**src/rtl/UARTTypes.sv**
```systemverilog
// Shared 8N1 framing constants and receiver state encodings.
package UARTTypes;

    localparam int unsigned DATA_BITS = 8;
    localparam int unsigned STOP_BITS = 1;
    localparam int unsigned STATE_W   = 3;

    localparam logic [STATE_W-1:0] S_IDLE  = 3'd0;
    localparam logic [STATE_W-1:0] S_START = 3'd1;
    localparam logic [STATE_W-1:0] S_DATA  = 3'd2;
    localparam logic [STATE_W-1:0] S_STOP  = 3'd3;
    localparam logic [STATE_W-1:0] S_BREAK = 3'd4;

endpackage

```
**src/rtl/Synchronizer.sv**
```systemverilog
// Two-flop synchronizer for asynchronous inputs, parameterized width and reset value.
module Synchronizer #(
    parameter int unsigned WIDTH = 1,
    parameter logic [WIDTH-1:0] RST_VAL = '1
) (
    input  logic             clk,
    input  logic             rst,
    input  logic [WIDTH-1:0] d,
    output logic [WIDTH-1:0] q
);

    logic [WIDTH-1:0] meta;

    always_ff @(posedge clk) begin
        if (rst) begin
            meta <= RST_VAL;
            q    <= RST_VAL;
        end else begin
            meta <= d;
            q    <= meta;
        end
    end

endmodule

```
**src/rtl/ascii_uart_rx.sv**
```systemverilog
// 8N1 UART receiver feeding the character display's ascii/ascii_val inputs.
module ascii_uart_rx
    import UARTTypes::*;
#(
    parameter int unsigned p_clks_per_bit = 217
) (
    input  logic       clk_25M,
    input  logic       rst,
    input  logic       rx,
    output logic [7:0] ascii,
    output logic       ascii_val,
    output logic       frame_err
);

    localparam int unsigned CW = $clog2(p_clks_per_bit);
    localparam int unsigned BW = $clog2(DATA_BITS);
    localparam logic [CW-1:0] CNT_LAST = CW'(p_clks_per_bit - 1);
    localparam logic [CW-1:0] CNT_MID  = CW'(p_clks_per_bit / 2 - 1);
    localparam logic [BW-1:0] BIT_LAST = BW'(DATA_BITS - 1);

    logic                 rx_s;
    logic [STATE_W-1:0]   state, state_nxt;
    logic [CW-1:0]        cnt, cnt_nxt;
    logic [BW-1:0]        bit_idx, bit_nxt;
    logic [DATA_BITS-1:0] shift, shift_nxt;
    logic [7:0]           ascii_nxt;
    logic                 val_nxt, ferr_nxt;

    Synchronizer #(
        .WIDTH   (1),
        .RST_VAL (1'b1)
    ) u_sync (
        .clk (clk_25M),
        .rst (rst),
        .d   (rx),
        .q   (rx_s)
    );

    always_ff @(posedge clk_25M) begin
        if (rst) begin
            state     <= S_IDLE;
            cnt       <= '0;
            bit_idx   <= '0;
            shift     <= '0;
            ascii     <= 8'h00;
            ascii_val <= 1'b0;
            frame_err <= 1'b0;
        end else begin
            state     <= state_nxt;
            cnt       <= cnt_nxt;
            bit_idx   <= bit_nxt;
            shift     <= shift_nxt;
            ascii     <= ascii_nxt;
            ascii_val <= val_nxt;
            frame_err <= ferr_nxt;
        end
    end

    // Start bit is re-checked at mid-bit; every later sample lands one full bit period on.
    always_comb begin
        state_nxt = state;
        cnt_nxt   = cnt;
        bit_nxt   = bit_idx;
        shift_nxt = shift;
        ascii_nxt = ascii;
        val_nxt   = 1'b0;
        ferr_nxt  = 1'b0;
        case (state)
            S_IDLE: begin
                cnt_nxt = '0;
                if (!rx_s) begin
                    state_nxt = S_START;
                end
            end
            S_START: begin
                if (cnt == CNT_MID) begin
                    cnt_nxt   = '0;
                    bit_nxt   = '0;
                    state_nxt = rx_s ? S_IDLE : S_DATA;
                end else begin
                    cnt_nxt = cnt + 1'b1;
                end
            end
            S_DATA: begin
                if (cnt == CNT_LAST) begin
                    cnt_nxt            = '0;
                    shift_nxt[bit_idx] = rx_s;
                    if (bit_idx == BIT_LAST) begin
                        state_nxt = S_STOP;
                    end else begin
                        bit_nxt = bit_idx + 1'b1;
                    end
                end else begin
                    cnt_nxt = cnt + 1'b1;
                end
            end
            S_STOP: begin
                if (cnt == CNT_LAST) begin
                    cnt_nxt = '0;
                    if (rx_s) begin
                        ascii_nxt = shift;
                        val_nxt   = 1'b1;
                        state_nxt = S_IDLE;
                    end else begin
                        ferr_nxt  = 1'b1;
                        state_nxt = S_BREAK;
                    end
                end else begin
                    cnt_nxt = cnt + 1'b1;
                end
            end
            S_BREAK: begin
                if (rx_s) begin
                    state_nxt = S_IDLE;
                end
            end
            default: begin
                state_nxt = S_IDLE;
            end
        endcase
    end

endmodule

```
**config.mk**
```make
export PLATFORM = sky130hd
export DESIGN_NAME = ascii_uart_rx
export DESIGN_NICKNAME = d
export VERILOG_FILES = /design/src/rtl/UARTTypes.sv /design/src/rtl/Synchronizer.sv /design/src/rtl/ascii_uart_rx.sv
export SDC_FILE = /design/constraint.sdc
export NUM_CORES = 1
export LEC_CHECK = 0
export ABC_CLOCK_PERIOD_IN_PS = 1810
export CORE_MARGIN = 5
export CORE_UTILIZATION = 53
export CTS_BUF_LIST = sky130_fd_sc_hd__clkbuf_4
export CTS_CLUSTER_SIZE = 12
export DETAILED_ROUTE_END_ITERATION = 16
export DONT_BUFFER_PORTS = 1
export MAX_ROUTING_LAYER = met4
export PLACE_DENSITY = 0.71
export REMOVE_ABC_BUFFERS = 1
export SLEW_MARGIN = 20
export SYNTH_ARGS = -nofsm -noshare
export SYNTH_HDL_FRONTEND = slang
export SYNTH_SLANG_ARGS = --single-unit
```
**constraint.sdc**
```tcl
create_clock -name clk_25M -period 1.81 [get_ports clk_25M]
set_input_delay 0.2715 -clock clk_25M [delete_from_list [all_inputs] [get_ports clk_25M]]
set_output_delay 0.2715 -clock clk_25M [all_outputs]
set_load 0.01 [all_outputs]
```
### After elaboration in Yosys (flattened, before gate mapping)

Index checks and enable logic that the tools add are counted.
Widths: inputs -> output; s select.

* add/sub/neg operators: 2
* order comparisons: 2
* equality and inequality tests: 14
* muxes and demuxes: 21
* bitwise gates (word level): 2
* reductions and logical operators: 10

Operators with widths (number)
* $mux 3: 10
* $pmux 8 s3: 1
* $mux 8: 2
* $pmux 3 s5: 1
* $ne 2x2->1 const B: 6
* $add 8x1->8 const B: 1
* $bwmux 8: 1
* $eq 8x7->1 const B: 1
* $eq 8x8->1 const B: 1
* $eq 3x2->1 const B: 2
* $eq 3x3->1 const B: 2
* $pmux 3 s2: 1
* $reduce_and 6->1: 1
* $lt 3x4->1 const B: 1
* $reduce_and 4->1: 1
* $add 3x1->3 const B: 1
* $demux 1 s3: 1
* $eq 3x1->1 const B: 1
* $ge 3x1->1 const B: 1
* $logic_not 3->1: 1
* $mux 1: 3
* $reduce_and 3->1: 1
* $reduce_bool 3->1: 1
* $reduce_or 3->1: 1
* 7 further kinds: 8

* bits in registers: 34
* output and inout bits: 10
* word-level logic and storage cells: 60

### Depth between registers and ports, before layout

* word-level depth: 5
* gate-level depth with buffers: 8

### Modules after synthesis

From an unflattened synthesis, not the netlist that was laid out.

* cell total of the unflattened synthesis: 180
* area, all modules: 1601.5 µm²

Modules (own cells, without submodules)
* ascii_uart_rx: times used 1, cells an instance 176, area each 1549.0 µm²
* Synchronizer: times used 1, cells an instance 4, area each 52.6 µm²

### Worst setup path before layout

Ideal clock, no wire load.

* kind: reg-to-reg
* from: register cnt[0]
* to: register ascii[0]
* setup time: 0.128 ns
* data arrival time: 1.600 ns
* required time: 1.682 ns
* setup slack: 0.083 ns
* cell stages (with the launch flop): 9
* buffers on the path: 1
* cell sequence: dfxtp_1 -> inv_1 -> ha_1 -> and4_2 -> and2_2 -> and4_2 -> buf_4 -> mux2i_1 -> nor2_1

* cells in the longest elaborated chain, start to end: 2

RTL lines
* start, declared: line ascii_uart_rx.sv:23 `logic [CW-1:0] cnt, cnt_nxt;`
* start signal, assigned: line ascii_uart_rx.sv:50 `cnt <= cnt_nxt;`
* $eq 8x8->1: line ascii_uart_rx.sv:98 `if (cnt == CNT_LAST) begin`
* $reduce_and 3->1 (no source line)
* end signal, assigned: line ascii_uart_rx.sv:53 `ascii <= ascii_nxt;`
* end, declared: line ascii_uart_rx.sv:10 `output logic [7:0] ascii,`

Every way passes these cells.
A chain may end at the register's enable or synchronous reset.

### Worst setup path after layout

* from: register cnt[0]
* to: register state[1]

* cells in the longest elaborated chain, start to end: 3
* elaborated cells between the ends (all ways): 6

RTL lines
* $eq 8x8->1 / $eq 8x7->1 (equally long branches): line ascii_uart_rx.sv:85, ascii_uart_rx.sv:98, ascii_uart_rx.sv:76
* $ne 2x2->1 (no source line)
* $reduce_and 6->1 (no source line) (*)
* end signal, assigned: line ascii_uart_rx.sv:49 `state <= state_nxt;`
* end, declared: line ascii_uart_rx.sv:22 `logic [STATE_W-1:0] state, state_nxt;`

Mark *: on every way between the ends. The rest lies on a longest branch, timed or not.

==> impl_metrics.tcl <==
set metrics [dict create \
    pwr-share-clk_pct 32.5 \
    synth-main-ff-cell "dfxtp_1" \
    clk_latency_ps 340 \
    status "complete, no violations" \
    via_per_inst 6.067 \
    syn_area_mm2 0.001639 \
    p_seq_share_pct 62.8 \
    worstPathRequired_ps 2070 \
    area_delta_synth_final_pct 8.855 \
    grt_pass1_wl_mm 5.809 \
    grt_antenna_before_repair 0 \
    detail-route-antenna-nets 0 \
    finClkSkew_ps 8.480 \
    async_flop_share_pct 0 \
    synth-seq-cells 34 \
    relSlewSlack_pct 64.22 \
    path_max_fanout 7 \
    syn_avg_cell_area_um2 9.056 \
    numPortBuffers 0 \
    clk_pin_slew_ps 100 \
    cts-buffers-inserted 5 \
    synth_edf_count 0 \
    dpl.cell_count 211 \
    powerDensity_mw_per_mm2 675.6 \
    critPathLaunchType "flip-flop" \
    grt_overflow_total 0 \
    drtIter0Drc 63 \
    yosys_warnings 0 \
    cts.path.max_buffers 2 \
    end_kind "flip-flop" \
    power_frac_comb_pct 4.6 \
    routed-via-count 1365 \
    avgRoutedWirePerCell_um 15.54 \
    min_path_type "input port to flip-flop" \
    first_pass_iters 4 \
    place_hpwl_mm 2.277 \
    setup.worst_path.class "flip-flop to flip-flop" \
    synth_cell_types 40 \
    die_w_um 65.61 \
    drv_cap 0 \
    die_y_um 65.61 \
    fmax_mhz 562.5 \
    die_area_mm2 0.004305 \
    gp_congestion 0.8970 \
    initial_core_util_pct 54.58 \
    drt-total-wl_mm 3.497 \
    cts.sinks 34 \
    p_leak_nw 0.6374 \
    root_buffer "clkbuf_4" \
    syn-instance-count 181 \
    ys_seq_area_share_pct 41.53 \
    peakVddDrop_uv 403.8 \
    nFillCells 268 \
    route.detailed.drc 0 \
    swShare_pct 23.80 \
    design.core.area_mm2 0.003003 \
    switching_power_uw 286.9 \
    drive_gt1_share_pct 20.31 \
    diodes 0 \
    htreeDepth 2 \
    final_hold_viol_count 0 \
    whs_ps 17.69 \
    final.min_clock_period_ps 1778 \
    instances_no_fill 225 \
    grt_setup_unrepaired "yes" \
    critPathMaxStageDelay_ps 380 \
    cts_tree "done" \
    grt_pass1_vias 1252 \
    internal_power_uw 918.5 \
    slew_viol_final 0 \
    io_pins 13 \
    grt_max_degree 31 \
    slowest_stage "or3b_1" \
    finish.utilization_pct 59.42 \
    tightest_slew_ps 536.8 \
    crit_chain "ha_1 > nand4_1 > nor4_4 > o2bb2ai_4 > or3b_1 > a21oi_1" \
    track_usage_pct 18.12 \
    arrival_ps 2040 \
    setup_violations 0 \
    nets 198 \
    fin_crit_sh_pct 98.21 \
    rows 20 \
]
power by group through the flow:
| stage | Combinational (mW) | Sequential, mW | Clock, mW |
|---|---|---|---|
| 2_1_floorplan | 0.0252 | 0.774 | 0 |
| 3_3_place_gp | 0.0343 | 0.774 | 0 |
| 3_5_place_dp | 0.0348 | 0.775 | 0 |
| 4_1_cts | 0.0466 | 0.758 | 0.402 |
| 5_1_grt | 0.0609 | 0.758 | 0.439 |
| 6_report | 0.0558 | 0.757 | 0.392 |
metal layers:
metal / GRT usage, % / wire length, µm / up-vias
met1: 21.33 / 1539 / 663
li1: - / - / 662
met2: 28.45 / 1717 / 29
met5: - / 0 / -
met3: 6.154 / 162 / 11
met4: 7.254 / 78 / 0
worst paths after layout:
kind                           from                     to  slack, ps  cells past startpoint
max             cnt[0]$_SDFFE_PP0P_  state[1]$_SDFFE_PP0P_         30                      6
min                             rst   frame_err$_SDFF_PP0_         20                      1
min reg2reg  u_sync.meta$_SDFF_PP1_    u_sync.q$_SDFF_PP1_        430                      1
max reg2reg     cnt[0]$_SDFFE_PP0P_  state[1]$_SDFFE_PP0P_         30                      6
critical path: cells and delay by family (launching register included):
family,cells,cell delay [ps]
AO/OA/AOI/OAI,2,280
AND/OR/NAND/NOR,3,890
adder cells (fa/ha/maj),1,180
flip-flops,1,370
flip-flops by register name, indices dropped and copies added, names as in the netlist:
signal       count
u_sync.q         1
cnt              8
ascii_val        1
u_sync.meta      1
ascii            8
frame_err        1
shift            8
state            3
bit_idx          3
synthesized netlist by cell type, drive strengths merged, types with 4 or more instances:
cell,count,area share (%)
dfxtp,34,42
nand3,7,2.1
a31oi,5,1.9
nand3b,5,2.3
ha,4,3.1
buf,5,2.4
nor2,24,5.5
o21ai,6,2.1
mux2i,14,8.5
nor3,5,1.5
a21oi,11,3.4
or2,5,1.9
nand2,20,4.6
nor3b,4,2.4
clkbuf,6,2.0
final cells by class:
| class | count | area, µm² | share of cell area (%) |
|---|---|---|---|
| Tap cell | 33 | 41.29 | 2.314 |
| Multi-Input combinational cell | 134 | 885.9 | 49.65 |
| Timing Repair Buffer | 14 | 108.9 | 6.101 |
| Clock buffer | 5 | 37.54 | 2.104 |
| Clock inverter | 3 | 16.27 | 0.9116 |
| Inverter | 2 | 7.507 | 0.4208 |
| Sequential cell | 34 | 686.9 | 38.50 |
cell families after synthesis:
| kind of cell | count (synthesis) | synth area share (%) |
|---|---|---|
| AND/OR/NAND/NOR | 86 | 28.93 |
| multiplexers | 14 | 8.549 |
| buffers and inverters | 14 | 5.496 |
| adder cells (fa/ha/maj) | 4 | 3.054 |
| flip-flops | 34 | 41.53 |
| AO/OA/AOI/OAI | 29 | 12.44 |
repair_timing:
item | in CTS | in global routing
buffers inserted | 0 | 3
gates cloned | 0 | 1
hold buffers | 1 | 1
gates resized for setup | 4 | 3
setup endpoints to repair | 6 | 16
hold endpoints to repair | 30 | 1
pin swaps | 0 | 3
through the flow:
step           power [mW]  setup slack, ps  instance area [µm²]  setup TNS, ps
2_1_floorplan      0.7991            125.5                 1556              0
3_3_place_gp       0.8084            70.60                 1665              0
3_5_place_dp       0.8095           -26.28                 1665         -45.69
4_1_cts             1.207            30.57                 1734              0
5_1_grt             1.258           -60.65                 1784         -417.2
6_report            1.205            32.32                 1784              0
cell usage in the layout, fill, tap and decap left out, drive strengths merged:
master	synthesis	routed
or3b	3	3
ha	4	4
or2	5	5
buf	5	13
a211o	1	1
nor2b	2	2
a22oi	1	1
a21oi	11	11
o21a	1	1
o2bb2ai	1	1
or3	2	2
and4b	1	1
a2111oi	1	1
o221ai	1	1
nor2	24	24
and4	2	3
nor3b	4	4
dfxtp	34	34
dlygate4sd3	0	1
inv	2	2
clkbuf	6	5
a21o	1	1
o21ai	6	6
nand4	3	3
a31oi	5	5
mux2i	14	14
and2	2	2
clkinvlp	0	1
nand3b	5	5
clkinv	0	2
nand2	20	20
nand3	7	7
nor3	5	5
nor4	1	1
No activity file was read; power rests on OpenSTA's default activity.
